## src/rtl/park_space_manager.sv

```systemverilog
// Parking occupancy owner: allocates the highest free space with a timed entry gate, releases spaces on exit.
// All outputs registered, one edge after the request; a full lot holds the entry request off until a space is released.
module park_space_manager #(
   parameter int NUM_SPACES  = 8,
   parameter int GATE_CYCLES = 4,
   localparam int IDX_W = $clog2(NUM_SPACES),
   localparam int CNT_W = $clog2(NUM_SPACES + 1)
) (
   input  logic                  clk,
   input  logic                  reset,
   input  logic                  enter_req,
   input  logic                  exit_req,
   input  logic [IDX_W-1:0]      exit_space,
   output logic [NUM_SPACES-1:0] parking_capacity,
   output logic [IDX_W-1:0]      park_number,
   output logic                  enter_ack,
   output logic                  gate_open,
   output logic                  exit_ack,
   output logic                  exit_error,
   output logic [CNT_W-1:0]      free_count,
   output logic                  full
);

   localparam int GC_W = (GATE_CYCLES > 1) ? $clog2(GATE_CYCLES) : 1;

   typedef enum logic [1:0] {
      ST_IDLE = 2'd0,
      ST_GATE = 2'd1,
      ST_HOLD = 2'd2
   } state_t;

   state_t                r_state;
   logic [GC_W-1:0]       r_gate_cnt;
   logic [NUM_SPACES-1:0] r_cap;
   logic [IDX_W-1:0]      r_park_number;
   logic                  r_enter_ack;
   logic                  r_gate_open;
   logic                  r_exit_ack;
   logic                  r_exit_error;
   logic [CNT_W-1:0]      r_free_count;
   logic                  r_full;

   logic [IDX_W-1:0]      w_alloc_idx;
   logic                  w_alloc;
   logic                  w_in_range;
   logic                  w_rel;
   logic                  w_err;
   logic [NUM_SPACES-1:0] w_alloc_mask;
   logic [NUM_SPACES-1:0] w_rel_mask;
   logic [CNT_W-1:0]      w_free_next;

   // Ascending scan: the last set bit seen is the highest free space.
   always_comb begin
      w_alloc_idx = '0;
      for (int i = 0; i < NUM_SPACES; i++) begin
         if (r_cap[i]) begin
            w_alloc_idx = IDX_W'(i);
         end
      end
   end

   assign w_alloc      = (r_state == ST_IDLE) && enter_req && !r_full;
   assign w_in_range   = ({1'b0, exit_space} < (IDX_W + 1)'(NUM_SPACES));
   assign w_rel        = exit_req && w_in_range && !r_cap[exit_space];
   assign w_err        = exit_req && !w_rel;
   assign w_alloc_mask = w_alloc ? (NUM_SPACES'(1) << w_alloc_idx) : '0;
   assign w_rel_mask   = w_rel   ? (NUM_SPACES'(1) << exit_space)  : '0;
   assign w_free_next  = r_free_count + CNT_W'(w_rel) - CNT_W'(w_alloc);

   // Bitmap and counters: allocation sees the pre-update bitmap, so it never picks the space being released.
   always_ff @(posedge clk) begin
      if (reset) begin
         r_cap         <= '1;
         r_free_count  <= CNT_W'(NUM_SPACES);
         r_full        <= 1'b0;
         r_exit_ack    <= 1'b0;
         r_exit_error  <= 1'b0;
      end else begin
         r_cap         <= (r_cap & ~w_alloc_mask) | w_rel_mask;
         r_free_count  <= w_free_next;
         r_full        <= (w_free_next == '0);
         r_exit_ack    <= w_rel;
         r_exit_error  <= w_err;
      end
   end

   always_ff @(posedge clk) begin
      if (reset) begin
         r_state       <= ST_IDLE;
         r_gate_cnt    <= '0;
         r_park_number <= '0;
         r_enter_ack   <= 1'b0;
         r_gate_open   <= 1'b0;
      end else begin
         r_enter_ack <= 1'b0;
         case (r_state)
            ST_IDLE: begin
               if (w_alloc) begin
                  r_park_number <= w_alloc_idx;
                  r_enter_ack   <= 1'b1;
                  r_gate_open   <= 1'b1;
                  r_gate_cnt    <= GC_W'(GATE_CYCLES - 1);
                  r_state       <= ST_GATE;
               end
            end
            ST_GATE: begin
               if (r_gate_cnt == '0) begin
                  r_gate_open <= 1'b0;
                  r_state     <= ST_HOLD;
               end else begin
                  r_gate_cnt <= r_gate_cnt - 1'b1;
               end
            end
            ST_HOLD: begin
               if (!enter_req) begin
                  r_state <= ST_IDLE;
               end
            end
            default: begin
               r_state     <= ST_IDLE;
               r_gate_open <= 1'b0;
            end
         endcase
      end
   end

   assign parking_capacity = r_cap;
   assign park_number      = r_park_number;
   assign enter_ack        = r_enter_ack;
   assign gate_open        = r_gate_open;
   assign exit_ack         = r_exit_ack;
   assign exit_error       = r_exit_error;
   assign free_count       = r_free_count;
   assign full             = r_full;

endmodule

```

## config.mk

```make
export PLATFORM = sky130hd
export DESIGN_NAME = park_space_manager
export DESIGN_NICKNAME = d
export VERILOG_FILES = /design/src/rtl/park_space_manager.sv
export SDC_FILE = /design/constraint.sdc
export NUM_CORES = 1
export LEC_CHECK = 0
export CORE_ASPECT_RATIO = 0.8
export CORE_MARGIN = 2
export CORE_UTILIZATION = 40
export CTS_CLUSTER_DIAMETER = 100
export DETAILED_ROUTE_END_ITERATION = 10
export GPL_TIMING_DRIVEN = 0
export PLACE_DENSITY = 0.74
export SETUP_SLACK_MARGIN = 0.02
export SLEW_MARGIN = 20
export SYNTH_ARGS = -nofsm -noshare
export SYNTH_HDL_FRONTEND = slang
export SYNTH_SLANG_ARGS = --single-unit
```

## constraint.sdc

```tcl
create_clock -name clk -period 2.7 [get_ports clk]
set_input_delay 0.54 -clock clk [delete_from_list [all_inputs] [get_ports clk]]
set_output_delay 0.54 -clock clk [all_outputs]
set_load 0.01 [all_outputs]
```

### Word level (Yosys, flattened, before mapping)

Index checks and enable logic that the tools add are counted.
Widths: inputs -> output; s select.

* register bits after elaboration: 24
* bits of input ports: 7
* output and inout port bits: 20
* logic and storage cells: 65

* $add $sub $neg: 3
* magnitude comparators: 1
* equal/unequal tests: 6
* shift operators: 2
* mux-type cells: 22
* bitwise logic cells: 5
* reduce and logical (&&, ||, !) cells: 16

Operators by type and width (number)
* $mux 8: 2
* $shl 1x3->8 const A: 2
* $mux 3: 5
* $mux 2: 6
* $reduce_and 3->1: 3
* $and 8x8->8: 1
* $ne 2x2->1 const B: 4
* $not 8->8: 1
* $or 8x8->8: 1
* $pmux 2 s3: 1
* $mux 1: 5
* $add 4x1->4: 1
* $logic_and 1x1->1: 4
* $logic_not 2->1: 2
* $logic_not 4->1: 1
* $lt 3x4->1 const B: 1
* $pmux 2 s2: 1
* $sub 4x1->4: 1
* $bmux 1 s3: 1
* $logic_not 1->1: 3
* $pmux 1 s3: 1
* $eq 2x1->1 const B: 1
* $eq 2x2->1 const B: 1
* $not 1->1: 2
* other kinds (4): 4

### Longest topological paths before layout

* depth after elaboration: 12
* depth in mapped cells: 11
* depth with buffers taken out: 10

### Worst setup path before layout

No wires, ideal clock.

* kind: input -> register
* start point: in exit_space[1]
* end point: reg r_full (netlist: full)
* setup time: 0.060 ns
* arrival time: 2.638 ns
* setup slack: 0.002 ns
* stages: 11
* path buffers: 1
* cell sequence: clkbuf_1 > mux2_2 > o2bb2ai_1 > o21ai_0 > ha_1 > inv_1 > ha_1 > inv_1 > fa_1 > xor2_1 > o2111a_1

* longest elaborated chain between the ends: 7

Ends and longest elaborated chain
* start: declaration: line 13 `input logic [IDX_W-1:0] exit_space,`
* $bmux 1 s3: line 64 `assign w_rel = exit_req && w_in_range && !r_cap[exit_space];`
* $mux 1 (not written as such): line 64
* $logic_not 1->1: line 64
* $logic_and 1x1->1: line 64
* $add 4x1->4: line 68 `assign w_free_next = r_free_count + CNT_W'(w_rel) - CNT_W'(w_alloc);`
* $sub 4x1->4: line 68
* $logic_not 4->1: line 81 `r_full <= (w_free_next == '0);`
* end signal: assignment: line 81
* end: declaration: line 41 `logic r_full;`

No other way between the ends. The select of a mux whose other input is x is not followed.
A chain may end at the register's enable or synchronous reset.

### Worst setup path in the final report

* start point: in enter_req
* end point: reg r_full (netlist: full)

* longest elaborated chain between the ends: 4

Ends and longest elaborated chain
* start: declaration: line 11 `input logic enter_req,`
* $logic_and 1x1->1 (2 in series): line 62 `assign w_alloc = (r_state == ST_IDLE) && enter_req && !r_full;`
* via w_alloc: line 44 `logic w_alloc;`
* $sub 4x1->4: line 68
* $logic_not 4->1: line 81

The timed path passes the listed nets, and every way through them passes these cells.

==> flow_summary.ini <==
[clock_tree]
cts_buffers = 3
hold_buffers = 0
clockBufferDepth = 2
clock_latency_ns = 0.32
htree_levels = 1
cts_sinks = 24
ctsRootBufferMaster = clkbuf_4
path_clk_slew_ns = 0.13
cts_tree = yes

[drt]
drt_iter0_drc = 37
drt-total-wl_mm = 2.46
detail_route.wl_per_cell_um = 13.1
drt_pass1_iterations = 4
drc = 0
vias = 988
vias_per_cell = 5.26
antenna_left = 0

[synth]
yosysTopAreaCellShare_pct = 42.4
netlist_area_mm2 = 0.00113
synth_top_family_by_area = compound AO/OA/AOI/OAI gates
syn_inst = 120
yosys_warnings = 0
yosys.cell_types.count = 39
ys_seq_area_share_pct = 42.4
synth.area.top_cells = dfxtp_1 42%, ha_1 5.5%, nor2_1 4.3%
synth_compound_area_share_pct = 20.6
synthMuxAreaShare_pct = 3.87
yosysTopAreaCell = dfxtp_1
postSynthAreaPerCell_um2 = 9.44
synthAdderAreaFrac_pct = 7.29
ys_ff_latch = 24
syn_nets = 133
synth_simple_gate_area_share_pct = 18.6
synth-xor-area-share_pct = 1.55

[worst_setup_path]
critPathRequiredTime_ns = 2.97
reg2reg_depth = 9
path_depth = 10
critical-path-top-delay-family = adder cells
regToRegSetupSlack_ns = 0.36
crit_path_start_kind = input port
critPathBufInv = 5
critPathMaxStageDelay_ns = 0.53
cp-end-kind = flip-flop
worstSetupPathType = input port to flip-flop
arrival_ns = 2.86
crit_path_end = full
r2r_end = full
r2r-start = parking_capacity[5]
worst_path_max_delay_cell = fa_2
critPathLaunch = enter_req
cp_cell_sequence = clkdlybuf4s50_1, or4b_4, clkinv_2, buf_6, ha_1, inv_1, ha_1, inv_1, fa_2, o2111a_1
crit_fanout = 3

[global_route]
grt_usage_pct = 16.0
grt_max_degree = 14
grt_pass1_vias = 929
grt_overflow = 0
grt_first_pass_wirelength_mm = 4.04
antenna_found_initial = 0

[placed_design]
numPortBuffers = 25
dp.cells = 183
hpwl_mm = 1.82
place.gp.congestion = 0.893

[cells_and_area]
fillers = 261
area.growth.synth_to_final_pct = 32.6
fin_util_pct = 55.1
nets = 164
stdcell_count = 188
final_common_cell = clkdlybuf4s50_1
final_cell_mix = 25 x clkdlybuf4s50_1, 24 x dfxtp_1, 13 x nor2_1
antenna_cells = 0
drive_gt1_share_pct = 13.3

[sta]
final-hold-violation-count = 0
skew_ns = 0.00368
fin_setup_tns_ns = 0
fmax_ghz = 0.386
min_period_ns = 2.59
period_share_pct = 95.8
worst_pin_slew_ns = 0.492
slew_headroom_pct = 67.1
setup_viol = 0
final_max_slew_viol_count = 0
rsz0062_at_grt = false

[worst_hold_path]
hold_class = flip-flop to flip-flop

[die]
row_count = 17
ios = 27
start_util_pct = 41.6
core_mm2 = 0.00272
die_x_um = 63.5
die-area_mm2 = 0.00328
fp.dieH_um = 51.6

[pwr]
p_leak_nw = 0.569
combPwrFrac_pct = 42.9
p_seq_share_pct = 41.2
max-vdd-ir-drop_mv = 0.517
p_int_mw = 0.774
p_per_area_mw_per_mm2 = 787
switching_power_mw = 0.407
clock_power_share_pct = 15.9
switching_share_pct = 34.5
p_total_mw = 1.18

[status]
status = finished, final reports clean

[run]
cap_violations = 0
[flip-flops by register name (all words and copies together) (netlist names), 2 cells and up]
signal / cells
parking_capacity: 8
r_gate_cnt: 2
r_state: 2
park_number: 3
free_count: 4
[per-stage QoR]
stage	hold WS [ns]	area, um^2	setup slack (ns)
detailed placement	0.475	1430	-0.351
global route	0.525	1500	0.0400
global placement	0.458	1430	-0.334
floorplan	0.443	1130	0.0804
CTS	0.494	1480	0.0254
finish	0.494	1500	0.112
[tightest hold or removal path, delay by kind of cell (launching register included)]
kind / cells / cell delay [ns]
buffers and inverters: 1 / 0.08
AO/OA/AOI/OAI: 1 / 0.06
flip-flops: 1 / 0.32
[final cells by class]
cell class                      count  area (um^2)  share of cell area (%)
Multi-Input combinational cell     81          609                    40.6
Sequential cell                    24          480                    32.0
Timing Repair Buffer               27          265                    17.7
Tap cell                           38         47.5                    3.17
Inverter                           11         42.5                    2.83
Clock buffer                        4         36.3                    2.42
Buffer                              3         20.0                    1.33
[repair_timing]
item                       in CTS  in global routing
pin swaps                       0                  1
resized for setup               0                  5
hold endpoints to repair        0                  0
setup endpoints to repair       1                  2
setup buffers                   1                  1
[cells by family after synthesis]
| family | count (synthesis) |
|---|---|
| buffers and inverters | 15 |
| xor gates and xnor gates | 2 |
| AOI/OAI and AO/OA | 29 |
| DFF | 24 |
| muxes | 4 |
| adders and majority gates | 6 |
| and+or+nand+nor | 40 |
[power groups by stage]
stage	clock network [mW]	registers, mW	logic, mW
after floorplan	0	0.511	0.267
after CTS	0.195	0.487	0.479
after global routing	0.208	0.497	0.567
final	0.188	0.487	0.506
after detailed placement	0	0.494	0.469
after global placement	0	0.489	0.452
[layer usage]
layer	vias to the layer above	wire [um]	GRT usage (%)
met5	-	0	0
met1	452	1150	21.7
li1	497	-	-
met3	4	167	4.98
met4	0	23	5.07
met2	35	1110	24.2
[Yosys cell counts]
cell,count
dfxtp_1,24
nor2_1,13
inv_1,10
nor3_1,7
nand2_1,6
ha_1,5
a211o_1,4
a21oi_1,4
o21ai_0,4
clkbuf_1,3
mux2_2,3
nand2b_1,3
a211oi_1,2
nand3_1,2
nand3b_1,2
nor3b_1,2
o31a_1,2
o41ai_1,2
xor2_1,2
a221o_1,1
a221oi_2,1
and4_1,1
buf_6,1
clkinv_2,1
fa_1,1
mux2i_1,1
nand3_2,1
nor2b_1,1
nor4_1,1
o2111a_1,1
o211a_1,1
o21ba_2,1
o221a_1,1
o22ai_1,1
o2bb2ai_1,1
o311ai_0,1
o311ai_1,1
o31ai_1,1
or4b_4,1
[how the worst min path moves through the flow]
stage	from	to	slack (ns)	cells past startpoint
floorplan	r_gate_cnt[0]	r_gate_cnt[0]	0.44	1
global placement	r_gate_cnt[0]	r_gate_cnt[0]	0.46	1
detailed placement	r_gate_cnt[0]	r_gate_cnt[0]	0.47	1
CTS	r_gate_cnt[1]	r_gate_cnt[1]	0.49	2
global route	r_gate_cnt[1]	r_gate_cnt[1]	0.53	2
finish	r_gate_cnt[1]	r_gate_cnt[1]	0.49	2
Power figures use the tool's default switching activity.
